`config.mk`:
```
export PLATFORM = sky130hd
export DESIGN_NAME = byte_lane_packer
export DESIGN_NICKNAME = d
export VERILOG_FILES = /design/src/rtl/byte_lane_packer.sv
export SDC_FILE = /design/constraint.sdc
export NUM_CORES = 1
export LEC_CHECK = 0
export CORE_MARGIN = 4
export CORE_UTILIZATION = 25
export DETAILED_ROUTE_END_ITERATION = 10
export PLACE_DENSITY_LB_ADDON = 0.08
export SKIP_LAST_GASP = 1
export SLEW_MARGIN = 20
export SYNTH_ARGS = -nofsm -noshare
export SYNTH_HDL_FRONTEND = slang
export SYNTH_HIERARCHICAL = 1
export SYNTH_SLANG_ARGS = --single-unit
```
`constraint.sdc`:
```
create_clock -name clk -period 4.6 [get_ports clk]
set_input_delay 0.92 -clock clk [delete_from_list [all_inputs] [get_ports clk]]
set_output_delay 0.92 -clock clk [all_outputs]
set_load 0.02 [all_outputs]
```
`src/rtl/byte_lane_packer.sv`:
```
// Byte-serial valid/ready stream packed into a LANES-wide word of byte lanes with keep/last.
// Accumulator plus output register: input keeps streaming while one finished word waits downstream.

module byte_lane_packer_lane #(
   parameter int WIDTH = 8
) (
   input  logic             clk,
   input  logic             rst,
   input  logic             wr,
   input  logic             clr,
   input  logic [WIDTH-1:0] din,
   output logic [WIDTH-1:0] wdata,
   output logic             wkeep
);
   logic [WIDTH-1:0] data;
   logic             keep;

   // clr wins over wr: a completing byte bypasses the lane straight into the output register
   always_ff @(posedge clk) begin
      if (rst || clr) begin
         data <= '0;
         keep <= 1'b0;
      end else if (wr) begin
         data <= din;
         keep <= 1'b1;
      end
   end

   assign wdata = wr ? din : data;
   assign wkeep = keep | wr;
endmodule

module byte_lane_packer #(
   parameter int WIDTH = 8,
   parameter int LANES = 4
) (
   input  logic             clk,
   input  logic             rst,
   input  logic             in_valid,
   output logic             in_ready,
   input  logic [WIDTH-1:0] in_data,
   input  logic             in_last,
   output logic             out_valid,
   input  logic             out_ready,
   output logic [WIDTH-1:0] out_data [LANES-1:0],
   output logic [LANES-1:0] out_keep,
   output logic             out_last
);
   localparam int CW = $clog2(LANES);

   typedef enum logic {FILL, HOLD} state_t;
   state_t state, state_nx;

   logic [CW-1:0]    cnt;
   logic             acc_last;
   logic             in_fire, slot_free, word_done, load, w_last;
   logic [LANES-1:0] lane_wr, w_keep;
   logic [WIDTH-1:0] w_data [LANES-1:0];

   assign in_fire   = in_valid && in_ready;
   assign slot_free = !out_valid || out_ready;
   assign word_done = in_fire && ((cnt == CW'(LANES-1)) || in_last);
   assign load      = (state == FILL) ? (word_done && slot_free) : slot_free;
   // in FILL the word closing this cycle takes its last flag straight from the input
   assign w_last    = (state == FILL) ? in_last : acc_last;

   genvar gi;
   generate
      for (gi = 0; gi < LANES; gi++) begin : g_lane
         assign lane_wr[gi] = in_fire && (cnt == CW'(gi));
         byte_lane_packer_lane #(.WIDTH(WIDTH)) u_lane (
            .clk   (clk),
            .rst   (rst),
            .wr    (lane_wr[gi]),
            .clr   (load),
            .din   (in_data),
            .wdata (w_data[gi]),
            .wkeep (w_keep[gi])
         );
      end
   endgenerate

   always_ff @(posedge clk) begin
      if (rst) state <= FILL;
      else     state <= state_nx;
   end

   always_comb begin
      state_nx = state;
      case (state)
         FILL: if (word_done && !slot_free) state_nx = HOLD;
         HOLD: if (slot_free)               state_nx = FILL;
         default:                           state_nx = FILL;
      endcase
   end

   always_comb begin
      in_ready = !rst && (state == FILL);
   end

   always_ff @(posedge clk) begin
      if (rst) begin
         cnt      <= '0;
         acc_last <= 1'b0;
      end else begin
         if (word_done)    cnt <= '0;
         else if (in_fire) cnt <= cnt + CW'(1);
         if (word_done && !slot_free) acc_last <= in_last;
         else if (load)               acc_last <= 1'b0;
      end
   end

   always_ff @(posedge clk) begin
      if (rst) begin
         out_valid <= 1'b0;
         out_keep  <= '0;
         out_last  <= 1'b0;
         for (int i = 0; i < LANES; i++) out_data[i] <= '0;
      end else if (load) begin
         out_valid <= 1'b1;
         out_keep  <= w_keep;
         out_last  <= w_last;
         for (int i = 0; i < LANES; i++) out_data[i] <= w_keep[i] ? w_data[i] : '0;
      end else if (out_ready) begin
         out_valid <= 1'b0;
      end
   end
endmodule

```
# After elaboration in Yosys (flattened, before gate mapping)
# Cells that the tools add are included.
classes:
  add_sub_neg: 1
  eq_ne: 3
  mux: 17
  bitwise_logic: 5
  reduce_logical: 19
op_table:
  columns: ["op", "n"]
  rows:
  - ["$mux W8", 8]
  - ["$logic_and A1 B1 Y1", 9]
  - ["$mux W1", 8]
  - ["$eq A2 B2 Y1 const B", 2]
  - ["$or A1 B1 Y1", 4]
  - ["$reduce_bool A2 Y1", 2]
  - ["$logic_not A1 Y1", 3]
  - ["$logic_or A1 B1 Y1", 3]
  - ["$add A2 B1 Y2 const B", 1]
  - ["$eq A2 B1 Y1 const B", 1]
  - ["$logic_not A2 Y1", 1]
  - ["$pmux W1 S2", 1]
  - ["$reduce_or A2 Y1", 1]
  - ["$not A1 Y1", 1]
totals:
  reg_bits: 78
  in_bits: 13
  out_inout_bits: 39
  elab_cells: 63

# Logic depth before layout (Yosys ltp)
depth:
  depth_word: 8
  depth_mapped: 9
  mapped_depth_nobuf: 6

# By module
# Netlist, hierarchy kept.
modules_own_cells:
  columns: ["mod", "n_inst", "cells_each", "area_per_inst_um2", "seq_area_each_um2"]
  rows:
  - ["byte_lane_packer", 1, 208, 1799.2, 840.8]
  - ["byte_lane_packer_lane", 4, 30, 447.9, 180.2]

# Worst setup path after synthesis
# Ideal clock, no wire load.
synth_timing:
  kind: "in2out"
  startpoint: "input rst"
  endpoint: "output in_ready"
  arrival_ps: 1513
  required_time_ps: 3680
  setup_slack_ps: 2167
  path_stages: 3
  n_path_buf: 2
  path_cell_list: "buf_6 -> clkbuf_1 -> nor2_1"
synth_via:
  elab_chain_cells: 2
synth_lines:
  columns: ["element", "line_no", "source"]
  rows:
  - ["start, declared", "38", "input logic rst,"]
  - ["$logic_not A1 Y1", "98", "in_ready = !rst && (state == FILL);"]
  - ["$logic_and A1 B1 Y1", "98", null]
  - ["end, declared", "40", "output logic in_ready,"]
# No other way between the ends.

# Worst setup path after layout
# Ends and elaborated chain as after synthesis.

==> impl_metrics.ini <==
[logic_synthesis]
synth_top_area_share_pct = 43.5
yosysWarnings = 6
syn_inst = 328
synthTopCellsByArea = dfxtp_1 43%, mux2_4 13%, nor2b_4 12%
netlist_area_um2 = 3590
synth_cell_type_count = 29
yosysTopAreaCell = dfxtp_1
ys_seq_elements = 78
seq_area_frac_synth_pct = 43.5
synth_fp_nets = 345
syn_area_per_cell_um2 = 10.9

[power_and_ir_drop]
pwr-share-seq_pct = 46.8
p_switching_mw = 0.336
p_int_mw = 1.13
p_per_area_nw_per_um2 = 330
vdd_drop_max_uv = 143
p_sw_share_pct = 23.0
clock_power_share_pct = 45.6
power_frac_comb_pct = 7.6
p_leak_nw = 1.46

[sta]
setup_violations = 0
slew_violations = 0
fin_crit_sh_pct = 69.2
fmax_mhz = 314
layout_min_cycle_time_ns = 3.18
fin_setup_tns_ns = 0
rsz0062_at_grt = no
slew_headroom_pct = 38.2
worstMarginPinSlew_ns = 0.925
hold_viol = 0
clock_skew_ns = 0.00627

[job]
cap_violations = 0

[run_status]
outcome = finished clean

[global_route]
gr-total-overflow = 0
antenna_found_initial = 0
grt_pass1_wl_um = 15000
grt_max_degree = 40
grt_pass1_vias = 2680
grt_use_total_pct = 12.2

[clock_network]
htree_levels = 3
cts_inserted_buffers = 9
clk_pin_slew_ns = 0.05
clock_sinks = 78
tritoncts = yes
cts_setup_buffers = 0
post_cts_resized = 0
clock_latency_ns = 0.34
cts_root_buffer = clkbuf_16
clockBufferDepth = 2
hold_buffers = 0

[worst_setup_path]
slowest_delay_ns = 0.61
cp-start-kind = input pin
cp-end-kind = primary output
worstPathMaxFanout = 18
cp_slowest_cell = clkdlybuf4s50_1
arrival_ns = 2.26
path_class = input pin to primary output
crit_top_cell = clkdlybuf4s50_1
cp.required_ns = 3.68
cp_cell_sequence = clkdlybuf4s50_1 -> buf_4 -> nor2_1 -> clkdlybuf4s50_1

[die]
die_w_um = 128
io_pins = 52
row_count = 43
start_util_pct = 25.7
fp.dieH_um = 128
core_area_um2 = 14000
die_area_um2 = 16300

[final_layout]
final_layout_size_suffix_gt1_share_pct = 24.0
diodes = 0
final_cell_area_um2 = 4430
final_nets = 380
final_core_util_pct = 31.7
nFillCells = 1464
area_growth_pct = 23.4

[drt]
drt-initial-drc-count = 85
route.vias.total = 2424
ant_nets = 0
wl_per_cell_um = 17.1
drcViolationCount = 0
dr.pass1.iters = 4
wl_um = 9330
avgViaCountPerCell = 4.44

[placement]
port_buffers = 51
post-dp-hpwl_um = 5910
globalplace.congestion = 0.746
post_dp_cell_area_um2 = 4160

[hold_path]
holdCritPathClass = flop to flop
## logic make-up after synthesis
logic type               after synthesis  synth area share (%)
multiplexers                          34                  14.0
buffers and inverters                 34                  6.10
flip-flops                            78                  43.5
AO/OA/AOI/OAI                         80                  11.8
adder cells (fa/ha/maj)                4                  1.39
AND/OR/NAND/NOR                       98                  23.3
## cell type report
cell class	count	area, µm²	share of cell area [%]
multi-input cells	216	1810	40.9
flip-flops and latches	78	1560	35.2
repair buffers	56	548	12.4
clock buffers	13	270	6.10
well taps	180	225	5.08
inverters	2	7.51	0.169
clock inverters	1	5.00	0.113
## Yosys cell counts (all sizes together)
library cell,number
o21bai,1
ha,4
clkbuf,9
inv,2
buf,23
o21ba,1
nand2b,2
nor2b,37
o21ai,37
nand2,2
nand4,32
and2,4
dfxtp,78
nor2,5
nand3,7
nor3,1
mux2,33
a31oi,1
or2,8
a21oi,39
mux2i,1
a211oi,1
## power by group through the flow
| stage | combinational, mW | sequential, mW | clock [mW] |
|---|---|---|---|
| after floorplan | 0.0771 | 0.702 | 0 |
| after global placement | 0.113 | 0.701 | 0 |
| after detailed placement | 0.114 | 0.701 | 0 |
| after CTS | 0.114 | 0.686 | 0.694 |
| after global routing | 0.121 | 0.686 | 0.717 |
| final | 0.111 | 0.686 | 0.668 |
## layer usage
layer  global-route usage [%]  wire [µm]
met1                     15.5       4440
met2                     20.1       4480
met3                     3.58        307
met4                     3.56         99
met5                        0          0
## worst max-delay path, delay by kind of cell
kind          cells  cell delay [ns]
simple gates      1             0.12
buf+inv           3             1.21
## path summary, 6_finish.rpt
kind / from / endpoint / slack, ns / cells past startpoint
worst min-delay path: out_data[28]$_SDFFE_PP0P_ / out_data[28]$_SDFFE_PP0P_ / 0.47 / 2
worst max-delay path: rst / in_ready / 1.42 / 4
worst max register to register: state$_SDFF_PP0_ / out_data[20]$_SDFFE_PP0P_ / 2.39 / 5
worst min register to register: out_data[28]$_SDFFE_PP0P_ / out_data[28]$_SDFFE_PP0P_ / 0.47 / 2
## through the flow
stage / worst slack [ns] / std cells / hold slack (ns) / power [mW]
after floorplan: 2.17 / 328 / 0.459 / 0.779
after global placement: 1.10 / 532 / 0.461 / 0.814
after detailed placement: 1.04 / 532 / 0.466 / 0.815
after CTS: 1.40 / 546 / 0.475 / 1.49
after global routing: 1.24 / 546 / 0.491 / 1.52
final: 1.42 / 546 / 0.474 / 1.46
## cell usage in the layout, fill, tap and decap left out
| master | instances |
|---|---|
| a211oi_1 | 1 |
| a21oi_1 | 39 |
| a31oi_1 | 1 |
| and2_1 | 4 |
| buf_4 | 5 |
| clkbuf_1 | 1 |
| clkbuf_16 | 9 |
| clkbuf_8 | 3 |
| clkdlybuf4s50_1 | 51 |
| clkinv_2 | 1 |
| dfxtp_1 | 78 |
| ha_1 | 4 |
| inv_1 | 2 |
| mux2_2 | 1 |
| mux2_4 | 32 |
| mux2i_1 | 1 |
| nand2_1 | 2 |
| nand2b_1 | 1 |
| nand2b_4 | 1 |
| nand3_1 | 7 |
| nand4_1 | 32 |
| nor2_1 | 4 |
| nor2_2 | 1 |
| nor2b_1 | 4 |
| nor2b_2 | 1 |
| nor2b_4 | 32 |
| nor3_1 | 1 |
| o21ai_0 | 37 |
| o21ba_2 | 1 |
| o21bai_4 | 1 |
| or2_1 | 8 |
## flip-flops by register name, summed over array words and instances, names as in the netlist
| signal | cells |
|---|---|
| out_keep | 4 |
| g_lane.u_lane/data | 32 |
| out_valid | 1 |
| out_data | 32 |
| state | 1 |
| acc_last | 1 |
| out_last | 1 |
| g_lane.u_lane/keep | 4 |
| cnt | 2 |
Power figures use the tool's default switching activity.
